$ cat config.mk
export PLATFORM = sky130hd
export DESIGN_NAME = onehot_prio_select
export DESIGN_NICKNAME = d
export VERILOG_FILES = /design/src/rtl/onehot_prio_select.sv
export SDC_FILE = /design/constraint.sdc
export NUM_CORES = 1
export LEC_CHECK = 0
export BUFFER_PORTS_ARGS = -buffer_cell sky130_fd_sc_hd__buf_2
export CAP_MARGIN = 20
export CORE_AREA = 2 2 79 81
export CTS_CLUSTER_DIAMETER = 30
export DETAILED_ROUTE_END_ITERATION = 8
export DIE_AREA = 0 0 81 83
export SLEW_MARGIN = 20
export SYNTH_ARGS = -nofsm -noshare
export SYNTH_HDL_FRONTEND = slang
export SYNTH_HIERARCHICAL = 1
export SYNTH_SLANG_ARGS = --single-unit
$ cat constraint.sdc
create_clock -name clk -period 1.8 [get_ports clk]
set_input_delay 0.36 -clock clk [delete_from_list [all_inputs] [get_ports clk]]
set_output_delay 0.36 -clock clk [all_outputs]
set_load 0.005 [all_outputs]
$ cat src/rtl/onehot_prio_select.sv
`default_nettype none
// ============================================================================
// Module   : onehot_prio_select
// Brief    : Strict-priority / sticky one-hot arbiter fused with one-hot
//            AND-OR data multiplexers (granted path and standalone path).
// Revision : 1.0 - initial release
// ============================================================================

// One-hot AND-OR multiplexer. Unselected words are masked before the OR,
// so an unknown value in a word whose select is low cannot reach the output.
module onehot_prio_select_mux #(
  parameter int N_PORTS = 2,
  parameter int W_DATA  = 32
) (
  input  logic [N_PORTS-1:0]        sel,
  input  logic [N_PORTS*W_DATA-1:0] data_in,
  output logic [W_DATA-1:0]         data_out
);

  logic [W_DATA-1:0] w_term [N_PORTS];

  generate
    for (genvar gi = 0; gi < N_PORTS; gi++) begin : g_term
      assign w_term[gi] = data_in[gi*W_DATA +: W_DATA] & {W_DATA{sel[gi]}};
    end
  endgenerate

  always_comb begin
    data_out = '0;
    for (int i = 0; i < N_PORTS; i++) begin
      data_out = data_out | w_term[i];
    end
  end

endmodule

module onehot_prio_select #(
  parameter int N_PORTS = 2,
  parameter int W_DATA  = 32
) (
  input  logic                      clk,
  input  logic                      rst_n,
  input  logic                      canchange,
  input  logic [N_PORTS-1:0]        req,
  output logic [N_PORTS-1:0]        gnt,
  input  logic [N_PORTS*W_DATA-1:0] gnt_data_in,
  output logic [W_DATA-1:0]         gnt_data_out,
  input  logic [N_PORTS-1:0]        mux_sel,
  input  logic [N_PORTS*W_DATA-1:0] mux_in,
  output logic [W_DATA-1:0]         mux_out
);

  logic [N_PORTS-1:0] r_last_gnt;
  logic [N_PORTS-1:0] w_prio;
  logic               w_hold;

  // Two's-complement trick isolates the lowest set request bit.
  assign w_prio = req & (~req + N_PORTS'(1));

  // r_last_gnt is always one-hot or zero, so holding it keeps gnt one-hot.
  assign w_hold = canchange && (|(r_last_gnt & req));

  always_comb begin
    gnt = w_prio;
    if (w_hold) begin
      gnt = r_last_gnt;
    end
  end

  always_ff @(posedge clk or negedge rst_n) begin
    if (!rst_n) begin
      r_last_gnt <= '0;
    end else begin
      r_last_gnt <= gnt;
    end
  end

  onehot_prio_select_mux #(
    .N_PORTS (N_PORTS),
    .W_DATA  (W_DATA)
  ) u_gnt_mux (
    .sel      (gnt),
    .data_in  (gnt_data_in),
    .data_out (gnt_data_out)
  );

  onehot_prio_select_mux #(
    .N_PORTS (N_PORTS),
    .W_DATA  (W_DATA)
  ) u_std_mux (
    .sel      (mux_sel),
    .data_in  (mux_in),
    .data_out (mux_out)
  );

endmodule
`default_nettype wire

==> flow_summary_export.csv <==
group,metric,value,unit
placed_design,routabilityCongestion,0.764,
grt,grt_max_degree,33,
timing,max_freq,539,MHz
timing,holdWs,0.476,ns
yosys,synthCells,83,
routing,drtAntennaViolNets,0,
yosys,yosysTopAreaCell,"a22o_1",
timing,rsz0062_at_grt,"true",
die,pin_count,201,
grt,antenna_found_initial,0,
clock_network,ctsHtreeMaxLevel,1,
routing,vias,1605,
clock_network,clk_latency,0.21,ns
worst_hold_path,hp-class,"input port to asynchronous set/reset pin",
timing,slew_viol_final,0,
finish,final_common_cell,"buf_2",
timing,hold_viol,0,
finish,final_cell_mix,"200 x buf_2, 60 x a22o_1, 4 x a22o_2",
clock_network,cts_tree,"yes",
setup_path,critPathMaxFanout,8,
grt,grt_pass1_wl,7010,um
routing,drt_wl_total,4940,um
power_and_ir_drop,power_density,393,nW/um2
die,die_h,83,um
routing,via_per_inst,4.48,
setup_path,end_kind,"output pin",
finish,final_area,1910,um2
timing,layout_min_cycle_time,1.86,ns
placed_design,io_buffers,200,
setup_path,startpoint_type,"flop",
setup_path,path_class,"flop to output pin",
clock_network,clk_path_buf_depth,2,
yosys,syn_avg_cell_area,9.45,um2
placed_design,post-dp-hpwl,4030,um
power_and_ir_drop,ir_drop,0.441,mV
routing,drc,0,
grt,grt_overflow,0,
setup_path,cp.required,1.44,ns
finish,reg_top3,"r_last_gnt (2)",
clock_network,cts_root_buffer,"clkbuf_8",
yosys,ys_seq_elements,2,
finish,multi_input_area,646,um2
timing,worst_slack,-0.0560,ns
clock_network,clk_pin_slew,0.03,ns
yosys,netlist_area,785,um2
setup_path,critical_path_arrival,1.50,ns
flow_run,drv_cap,0,
finish,finalNetCount,420,
die,coreArea,5820,um2
run_status,violations,"negative setup slack",
grt,grt_pass1_vias,1526,
finish,fillers,638,
routing,drtIter0Drc,37,
finish,synthToLayoutAreaGrowth,144,%
clock_network,cts_buffers,3,
timing,slew-limit-headroom,63.3,%
finish,largest_register_ffs,2,
yosys,synth_area_leaders,"a22o_1 67%, buf_6 17%, dfrtp_1 6.4%",
yosys,synth_top_cell_area_share,67.0,%
grt,grt_usage,13.0,%
power_and_ir_drop,p_leak,1.18,nW
routing,routedWlPerCell,13.8,um
setup_path,crit_start,"r_last_gnt[1]",
die,initial_core_util,13.5,%
timing,tightest_slew,0.551,ns
routing,drtPass1Iterations,4,
finish,ff_latch_area,50.0,um2
finish,drive_above_1_share,77.0,%
setup_path,reg2reg_from,"r_last_gnt[1]",
clock_network,clock-sinks,2,
die,dieArea,6720,um2
yosys,ys_warn_count,6,
timing,period_share,103,%
yosys,synth_cell_type_count,8,
finish,regMostFlops,"r_last_gnt",
timing,setup_viol,16,
die,die_x,81,um
run_status,status,"complete, but fails checks",
timing,skew,0.00300,ns
yosys,ys_seq_area_share,6.38,%
placed_design,dpl_cell_area,1780,um2
setup_path,worst-r2r-setup-slack,0.59,ns
finish,diodes,0,
finish,layoutNonFillerInstCount,358,
die,num_rows,28,
placed_design,place_inst,348,
yosys,syn_nets,218,
-- per-layer routing --
metal / vias up / share of wire [%] / global-route usage [%]
li1: 773 / - / -
met1: 712 / 33 / 12.6
met2: 118 / 53 / 26.7
met3: 2 / 13 / 2.72
met4: 0 / 0.22 / 2.31
met5: - / 0 / 0
-- worst paths after layout --
kind | end | cells after the start
min reg2reg | r_last_gnt[1] | 3
min in group clk | r_last_gnt[1] | 3
max in group asynchronous | r_last_gnt[1] | 2
max reg2reg | r_last_gnt[0] | 4
min | r_last_gnt[0] | 2
max | gnt_data_out[6] | 5
-- power by group --
part	internal (mW)	switching, mW	leakage (nW)	total (mW)
registers	0.0489	0.00395	0.0240	0.0529
clock network	0.141	0.0352	0.0216	0.177
logic	0.310	0.211	1.14	0.521
total	0.500	0.250	1.18	0.750
-- area by class of cell --
class	count	area share (%)
Timing Repair Buffer	207	56.5
Clock buffer	3	2.16
Tap cell	75	4.91
Multi-Input combinational cell	71	33.8
Sequential cell	2	2.62
-- Yosys cell counts --
| cell | number |
|---|---|
| nand2_1 | 1 |
| a22o_1 | 60 |
| nand3_1 | 1 |
| buf_6 | 12 |
| a22o_2 | 4 |
| a21oi_1 | 2 |
| dfrtp_1 | 2 |
| mux2_4 | 1 |
-- critical path, stage by stage (launching register included) --
cell and delay (ns):
dfrtp_1 0.39, nand3_4 0.10, mux2_4 0.33, buf_6 0.15, a22o_1 0.20, buf_2 0.12
-- what timing repair did --
action                                  in CTS  in global routing
hold endpoints to repair                     2                  0
gates resized for setup                      6                  1
endpoints found under the setup margin      32                 33
gates cloned                                 2                  0
buffers inserted                             4                  0
pin swaps                                    1                  0
hold buffers                                 1                  0
-- metrics by stage --
stage          power, mW  setup TNS (ns)  utilization, %  setup slack [ns]
6_report           0.750          -0.696            32.9           -0.0560
5_1_grt            0.816           -1.69            32.9            -0.108
4_1_cts            0.757          -0.891            32.7           -0.0691
3_5_place_dp       0.551               0            30.5            0.0192
3_3_place_gp       0.546               0            30.5            0.0268
2_1_floorplan      0.276               0               -             0.249
-- cells by family (layout without fill, tap and decap cells) --
logic type / count (synthesis) / count (layout) / synth area share (%)
AO/OA/AOI/OAI: 66 / 66 / 73.4
flip-flops: 2 / 2 / 6.38
multiplexers: 1 / 3 / 1.91
buffers and inverters: 12 / 210 / 17.2
AND/OR/NAND/NOR: 2 / 2 / 1.12
(Power assumes the default switching activity.)
